<file path="src/rtl/mem_arb_pkg.sv">
// Shared types and constants for the memory-port arbiter slice.
package mem_arb_pkg;

   typedef enum logic [1:0] {
      IDLE,
      REQ,
      RSP
   } state_t;

   typedef enum logic {
      OWN_IF,
      OWN_DM
   } owner_t;

   // Width of the transaction watchdog counter
   localparam int unsigned TO_W = 16;

endpackage

</file>
<file path="src/rtl/mem_port_arbiter_watchdog.sv">
// Transaction watchdog: counts cycles spent in REQ/RSP and flags expiry
// on the TIMEOUT-th cycle of a transaction.
module arb_watchdog
   import mem_arb_pkg::*;
#(
   parameter int unsigned TIMEOUT = 255
) (
   input  logic clk,
   input  logic rst_n,
   input  logic clear,
   input  logic enable,
   output logic expire
);

   localparam logic [TO_W-1:0] LIMIT = TO_W'(TIMEOUT - 1);

   logic [TO_W-1:0] cnt;

   assign expire = enable & (cnt == LIMIT);

   // Cycle counter: restarts at grant, advances while a transaction is open
   always_ff @(posedge clk or negedge rst_n) begin
      if (!rst_n) begin
         cnt <= '0;
      end else if (clear) begin
         cnt <= '0;
      end else if (enable && !expire) begin
         cnt <= cnt + TO_W'(1);
      end
   end

endmodule

</file>
<file path="src/rtl/mem_port_arbiter.sv">
// Shares one single-outstanding memory port between instruction fetch (IF)
// and data access (DM). DM has fixed priority; a watchdog forces completion
// of hung transactions and raises a sticky bus_err.
module mem_port_arbiter
   import mem_arb_pkg::*;
#(
   parameter int unsigned TIMEOUT = 255
) (
   input  logic        clk,
   input  logic        rst_n,
   input  logic        if_req,
   input  logic [31:0] if_addr,
   output logic [31:0] if_rdata,
   output logic        if_done,
   input  logic        dm_read,
   input  logic        dm_write,
   input  logic [31:0] dm_addr,
   input  logic [31:0] dm_wdata,
   input  logic [3:0]  dm_wstrb,
   output logic [31:0] dm_rdata,
   output logic        dm_done,
   output logic        mem_req_valid,
   input  logic        mem_req_ready,
   output logic        mem_req_we,
   output logic [31:0] mem_req_addr,
   output logic [31:0] mem_req_wdata,
   output logic [3:0]  mem_req_wstrb,
   input  logic        mem_rsp_valid,
   input  logic [31:0] mem_rsp_rdata,
   output logic        stall,
   output logic        bus_err
);

   state_t      st;
   owner_t      owner;
   logic        dm_req;
   logic        dm_go;
   logic        if_go;
   logic        wd_clear;
   logic        wd_en;
   logic        expire;
   logic        fin_ok;
   logic        fin_to;
   logic [31:0] fin_data;

   assign dm_req = dm_read | dm_write;
   // A requester whose done pulse is high this cycle is not re-granted
   assign dm_go  = dm_req & ~dm_done;
   assign if_go  = if_req & ~if_done;

   assign wd_clear = (st == IDLE) & (dm_go | if_go);
   assign wd_en    = (st != IDLE);

   // Normal completion beats a coincident watchdog expiry
   assign fin_ok   = (st == RSP) & mem_rsp_valid;
   assign fin_to   = expire & ~fin_ok;
   assign fin_data = fin_ok ? mem_rsp_rdata : '0;

   assign mem_req_valid = (st == REQ);
   assign stall         = (if_req & ~if_done) | (dm_req & ~dm_done);

   arb_watchdog #(
      .TIMEOUT(TIMEOUT)
   ) u_wd (
      .clk   (clk),
      .rst_n (rst_n),
      .clear (wd_clear),
      .enable(wd_en),
      .expire(expire)
   );

   // Arbitration, request latching, completion capture and sticky error
   always_ff @(posedge clk or negedge rst_n) begin
      if (!rst_n) begin
         st            <= IDLE;
         owner         <= OWN_IF;
         mem_req_we    <= 1'b0;
         mem_req_addr  <= '0;
         mem_req_wdata <= '0;
         mem_req_wstrb <= '0;
         if_rdata      <= '0;
         dm_rdata      <= '0;
         if_done       <= 1'b0;
         dm_done       <= 1'b0;
         bus_err       <= 1'b0;
      end else begin
         if_done <= 1'b0;
         dm_done <= 1'b0;
         case (st)
            IDLE: begin
               if (dm_go) begin
                  owner         <= OWN_DM;
                  mem_req_we    <= dm_write;
                  mem_req_addr  <= dm_addr;
                  mem_req_wdata <= dm_write ? dm_wdata : '0;
                  mem_req_wstrb <= dm_write ? dm_wstrb : '0;
                  st            <= REQ;
               end else if (if_go) begin
                  owner         <= OWN_IF;
                  mem_req_we    <= 1'b0;
                  mem_req_addr  <= if_addr;
                  mem_req_wdata <= '0;
                  mem_req_wstrb <= '0;
                  st            <= REQ;
               end
            end
            REQ: begin
               if (fin_to) begin
                  st <= IDLE;
               end else if (mem_req_ready) begin
                  st <= RSP;
               end
            end
            RSP: begin
               if (fin_ok || fin_to) begin
                  st <= IDLE;
               end
            end
            default: st <= IDLE;
         endcase
         if (fin_ok || fin_to) begin
            if (owner == OWN_DM) begin
               dm_rdata <= fin_data;
               dm_done  <= 1'b1;
            end else begin
               if_rdata <= fin_data;
               if_done  <= 1'b1;
            end
         end
         if (fin_to) begin
            bus_err <= 1'b1;
         end
      end
   end

endmodule
</file>
<file path="config.mk">
export PLATFORM = sky130hd
export DESIGN_NAME = mem_port_arbiter
export DESIGN_NICKNAME = d
export VERILOG_FILES = /design/src/rtl/mem_arb_pkg.sv /design/src/rtl/mem_port_arbiter_watchdog.sv /design/src/rtl/mem_port_arbiter.sv
export SDC_FILE = /design/constraint.sdc
export NUM_CORES = 1
export LEC_CHECK = 0
export CORE_MARGIN = 4
export CORE_UTILIZATION = 30
export CTS_BUF_LIST = sky130_fd_sc_hd__clkbuf_16
export DETAILED_ROUTE_END_ITERATION = 16
export PLACE_DENSITY_LB_ADDON = 0.3
export REMOVE_ABC_BUFFERS = 1
export SYNTH_ARGS = -nofsm -noshare
export SYNTH_HDL_FRONTEND = slang
export SYNTH_SLANG_ARGS = --single-unit
</file>
<file path="constraint.sdc">
create_clock -name clk -period 3.3 [get_ports clk]
set_input_delay 0.66 -clock clk [delete_from_list [all_inputs] [get_ports clk]]
set_output_delay 0.66 -clock clk [all_outputs]
set_load 0.05 [all_outputs]
</file>
==> metrics.md, run 1 <==
| Metric | Value |
|---|---|
| WP data arrival | `3.15 ns` |
| Unique masters post-synth | `45` |
| Synth Instances | `491` |
| Gpl congestion | `0.8798` |
| Fillers | `1,792` |
| Yosys top cell by area | `dfrtp_1` |
| 1st-iter DRT viols | `274` |
| Port bufs | `276` |
| Total track usage | `15.81%` |
| Setup Fix Bufs, Post-CTS | `0` |
| Hold-fix buffers, CTS | `0` |
| Final setup vio count | `0` |
| Worst Hold Class | `input port to async pin` |
| Top_reg_cell synth | `dfrtp_1` |
| RSZ-0062 raised after global routing | `false` |
| Final Max Slew Viols | `0` |
| Synthesized flop and latch total | `155` |
| Vias in the first global route | `5,545` |
| Share of cells above drive strength 1 | `7.762%` |
| # rows | `52` |
| Top cells by count, synth | `dfrtp_1 (155), a22o_1 (98), nand2_1 (44), o21ai_0 (38), mux2i_1 (33)` |
| Crit path required time | `3.60 ns` |
| Die W | `152.2 microns` |
| H-tree depth | `4` |
| YS warnings | `0` |
| Initial antenna violation count | `0` |
| Clock buffer count from CTS | `17` |
| Cell area after layout | `9858 sq um` |
| Crit path kind | `flip-flop to flip-flop` |
| Final core occ | `48.41%` |
| Post-route ant nets | `0` |
| Post-route clock period utilization | `86.13%` |
| Net count, final | `901` |
| Syn Area/Cell | `12.71 sq um` |
| Clk root buf | `clkbuf_16` |
| Most common cell in the netlist | `dfrtp_1` |
| Area delta synth->final | `57.93%` |
| Clock skew | `0.008210 ns` |
| Largest fanout on the critical path | `33` |
| Hold Fails Final Rpt | `0` |
| Post-detail-place hpwl | `13,090 microns` |
| Highest clock rate | `351.8 MHz` |
| Slew HR | `31.97%` |
| Longest Clk Path Bufs | `2` |
| First-pass GRT wire length | `30,040 microns` |
| Die Y | `152.2 microns` |
| TritonRoute pass-1 iters | `4` |
| Synthesized area | `6242 sq um` |
| Total grt overflow | `0` |
| # IOs | `277` |
| Core area | `20,360 sq um` |
| Total power | `11,400 uW` |
| Max-Cap Viols | `0` |
| Largest net degree at the start of global routing | `96` |
| Starting density of the core | `30.65%` |
| Crit path capture type | `flip-flop` |
| Final Critical Period | `2.842 ns` |
| ANT cells | `0` |
| Static Leakage | `0.004346 uW` |
| Vias/cell | `4.900` |
| CTS tree | `done` |
| Worst-path clk slew | `0.07 ns` |
| Worst-Skew Late Latency | `0.42 ns` |
| CTS sink cnt | `155` |
| Post-synth ARST share | `100.0%` |
| DR WL/cell | `17.88 microns` |
| Fin cells | `1,043` |
| Setup TNS | `0 ns` |
| Top cell type's share of synthesized area | `62.14%` |
| Post-synth EDFFs | `0` |
| Seq/Total Area, Yosys | `62.14%` |
| Die ar. | `23,180 sq um` |
| Residual DRC count | `0` |
| Total Routed Length | `18,650 microns` |
| Worst slew pin tran | `1.016 ns` |
| Maximum vdd drop | `0.5927 mV` |
| Post-cts resize count | `0` |
| CP Launch Type | `flip-flop` |
| Power per cell area | `1156 nW/um^2` |
| Placed cell area | `9273 sq um` |
| Placed cells | `1,011` |
| Status | `complete, no violations` |
| Vias | `5,111` |
| Top post-synthesis cells by area | `dfrtp_1 (62%), a22o_1 (14%), mux2i_1 (5.3%), o21ai_0 (3.0%), nand2_1 (2.6%)` |
## final timing paths
| check | depth (start not counted) | start | end | slack [ns] |
|---|---|---|---|---|
| worst min-delay path | 1 | rst_n | mem_req_addr[26] | 0.30 |
| max in group asynchronous | 2 | rst_n | mem_req_addr[14] | 2.17 |
| worst max register to register | 6 | u_wd.cnt[0] | dm_rdata[5] | 0.46 |
| worst max-delay path | 6 | u_wd.cnt[0] | dm_rdata[5] | 0.46 |
| min in group clk | 1 | bus_err | bus_err | 0.47 |
| worst min register to register | 1 | bus_err | bus_err | 0.47 |
## per-layer routing
metal / part of all wire [%] / global-route usage, % / routed length (microns)
met3: 8.9 / 6.873 / 1659
met5: 0 / 0 / 0
met2: 48 / 25.66 / 8921
met1: 42 / 19.50 / 7875
met4: 1.0 / 3.938 / 194
## power breakdown
part / internal [uW] / leakage [uW] / switching (uW)
sequential: 2710 / 0.00203 / 520
clock: 1070 / 0.000279 / 861
combinational: 2160 / 0.00204 / 4080
## cells by family (layout without fill, tap and decap cells)
family	Yosys count	in the layout	synth area share [%]
AO/OA/AOI/OAI	170	170	21.45
adder cells (fa/ha/maj)	2	2	0.4008
buffers and inverters	42	324	3.287
flip-flops	155	155	62.14
multiplexers	33	33	5.292
AND/OR/NAND/NOR	89	89	7.436
## critical path, cell delays in order, from the launching register on
cell and delay (ns):
dfrtp_1 0.44, inv_1 0.13, ha_1 0.17, or4b_4 0.49
nor4_4 0.63, o211ai_4 0.46, a22o_2 0.40
## per-stage QoR
step,hold slack (ns),setup WS (ns)
finish,0.3035,0.4576
global route,0.3759,0.3102
CTS,0.3478,0.4687
detailed placement,0.4565,0.4633
global placement,0.4556,0.5817
floorplan,0.3644,-4.267
## flip-flops by register name, summed over array words and instances, names as in the netlist, 2 cells and up
name and flops:
dm_rdata 32, mem_req_addr 32, u_wd.cnt 16, mem_req_wstrb 4, mem_req_wdata 32, st 2, if_rdata 32
## layout by cell type, fill, tap and decap left out, types with 2 or more instances in the layout
cell             synthesis  final
clkdlybuf4s50_1          0    274
dfrtp_1                155    155
a22o_1                  98     98
nand2_1                 44     44
o21ai_0                 38     37
mux2i_1                 33     33
clkbuf_16                0     17
buf_4                    0      9
nor2_1                   8      7
o31ai_1                  7      7
a21oi_1                  7      7
inv_1                    6      6
nand3_1                  6      6
and3_1                   4      4
or4_1                    4      4
inv_6                    0      4
nor2b_1                  3      3
nor3_1                   3      3
o311ai_0                 3      3
a22o_2                   3      3
clkinvlp_4               0      3
inv_8                    0      3
or2_2                    2      2
or3_1                    2      2
nand4_1                  2      2
o21ai_4                  1      2
o41ai_1                  2      2
or4b_2                   2      2
o211ai_1                 2      2
nand2b_1                 2      2
ha_1                     2      2
clkinv_4                 0      2
buf_12                   0      2
## cell type report
type / count / area, sq um / area share (%)
clock buffers: 17 / 425.4 / 4.315
clock inverters: 15 / 160.2 / 1.625
inverters: 6 / 22.52 / 0.2285
multi-input cells: 294 / 2172 / 22.03
flip-flops and latches: 155 / 3879 / 39.35
well taps: 270 / 337.8 / 3.427
repair buffers: 286 / 2861 / 29.03
Note: power is estimated with default switching activity, not from simulation.
==> run 2, diff against run 1 <==
--- a/config.mk
+++ b/config.mk
@@ -5,7 +5,6 @@
 export SDC_FILE = /design/constraint.sdc
 export NUM_CORES = 1
 export LEC_CHECK = 0
-export CORE_MARGIN = 4
 export CORE_UTILIZATION = 30
 export CTS_BUF_LIST = sky130_fd_sc_hd__clkbuf_16
 export DETAILED_ROUTE_END_ITERATION = 16
==> metrics.md, run 2 (same netlist as run 1, synthesis figures left out) <==
| Metric | Value |
|---|---|
| Status | `complete, no violations` |
| Post-Place Setup Slack | `0.4475 ns` |
| Longest Clk Path Bufs | `2` |
| Post-detail-place hpwl | `12,360 microns` |
| Starting density of the core | `30.75%` |
| Most common cell after layout, fill and taps aside | `clkdlybuf4s50_1` |
| Highest clock rate | `353.5 MHz` |
| Final worst-path setup slack | `0.4708 ns` |
| Maximum vdd drop | `0.6029 mV` |
| 1st-iter DRT viols | `262` |
| Clock buffer count from CTS | `17` |
| R2r startpoint | `u_wd.cnt[0]` |
| Worst-path clk slew | `0.07 ns` |
| Die Y | `146.2 microns` |
| Port bufs | `276` |
| Gpl congestion | `0.8445` |
| Cell area after layout | `9957 sq um` |
| Final Critical Period | `2.829 ns` |
| Initial antenna violation count | `0` |
| RSZ-0062 raised after global routing | `false` |
| Fillers | `1,801` |
| Total Routed Length | `17,920 microns` |
| Post-route clock period utilization | `85.73%` |
| Vias/cell | `4.924` |
| CTS sink cnt | `155` |
| TritonRoute pass-1 iters | `6` |
| Critical-path top delay cell | `nor4_4` |
| Post-cts resize count | `0` |
| Multi-input logic area | `2172 sq um` |
| Power per cell area | `1173 nW/um^2` |
| CP Cell Sequence | `inv_1 -> ha_1 -> or4b_4 -> nor4_4 -> o211ai_4 -> a22o_2` |
| Worst-Skew Late Latency | `0.42 ns` |
| Residual DRC count | `0` |
| H-tree depth | `4` |
| Die W | `146.2 microns` |
| Largest fanout on the critical path | `33` |
| Clk root buf | `clkbuf_16` |
| Hold-fix buffers, CTS | `0` |
| Final setup vio count | `0` |
| Crit path capture type | `flip-flop` |
| CTS tree | `done` |
| CP max stage delay | `0.66 ns` |
| Crit path kind | `flip-flop to flip-flop` |
| WP data arrival | `3.13 ns` |
| CP startpoint | `u_wd.cnt[0]` |
| Fin cells | `1,044` |
| Worst Hold Class | `input port to async pin` |
| Share of cells above drive strength 1 | `7.881%` |
| Net count, final | `902` |
| Setup Fix Bufs, Post-CTS | `0` |
| Largest net degree at the start of global routing | `68` |
| Worst slew pin tran | `1.322 ns` |
| # IOs | `277` |
| Total grt overflow | `0` |
| ANT cells | `0` |
| Clock skew | `0.01284 ns` |
| Vias | `5,141` |
| Crit path required time | `3.60 ns` |
| Vias in the first global route | `5,413` |
| Area delta synth->final | `59.51%` |
| Max-Cap Viols | `0` |
| Die ar. | `21,390 sq um` |
| # rows | `52` |
| Most frequent cells in the layout | `clkdlybuf4s50_1 (274), dfrtp_1 (155), a22o_1 (98)` |
| Static Leakage | `0.004399 uW` |
| Hold Fails Final Rpt | `0` |
| Post-route ant nets | `0` |
| Total track usage | `16.93%` |
| Placed cells | `1,012` |
| FF/Latch Area | `3879 sq um` |
| CP Launch Type | `flip-flop` |
| Core area | `20,300 sq um` |
| Final Max Slew Viols | `0` |
| Slew HR | `11.89%` |
| First-pass GRT wire length | `28,650 microns` |
| DR WL/cell | `17.16 microns` |
| Placed cell area | `9280 sq um` |
==> run 2: critical path, delay by kind of cell (launching register included) <==
kind                       cells  cell delay (ns)
and+or+nand+nor                2             1.15
buffers and inverters          1             0.12
AOI/OAI and AO/OA              2             0.86
DFF                            1             0.43
adders and majority gates      1             0.16
==> run 2: final timing paths <==
check	end	slack (ns)	cells after the start
min	mem_req_wdata[0]	0.22	1
max reg2reg	dm_rdata[5]	0.47	6
min in group clk	bus_err	0.47	1
min reg2reg	bus_err	0.47	1
max in group asynchronous	u_wd.cnt[5]	2.39	2
max	dm_rdata[5]	0.47	6
==> run 2: layout make-up <==
class / instances / share of cell area, %
well taps: 270 / 3.393
flip-flops and latches: 155 / 38.95
clock buffers: 17 / 4.272
inverters: 6 / 0.2262
clock inverters: 15 / 2.526
repair buffers: 287 / 28.81
multi-input cells: 294 / 21.81
==> run 2: metal layers <==
layer	share of wire (%)	up-vias	global-route usage [%]
met4	1.8	0	5.469
met5	0	-	0
li1	-	2389	-
met2	50	200	28.90
met1	41	2525	20.00
met3	7.2	27	5.688
==> run 2: power breakdown <==
part / internal, uW / leakage, uW / switching (uW)
Sequential: 2710 / 0.00203 / 496
Clock: 1380 / 0.000328 / 858
Combinational: 2160 / 0.00204 / 4080
Total: 6250 / 0.00440 / 5430
==> run 2: through the flow <==
| step | util (%) | setup TNS [ns] | power (uW) | hold slack, ns |
|---|---|---|---|---|
| finish | 49.05 | 0 | 11680 | 0.2211 |
| global route | 49.05 | 0 | 12230 | 0.2593 |
| CTS | 49.05 | 0 | 11780 | 0.2510 |
| detailed placement | 45.72 | 0 | 9501 | 0.4559 |
| global placement | 45.72 | 0 | 9398 | 0.4568 |
| floorplan | - | -301.07 | 7167 | 0.3644 |
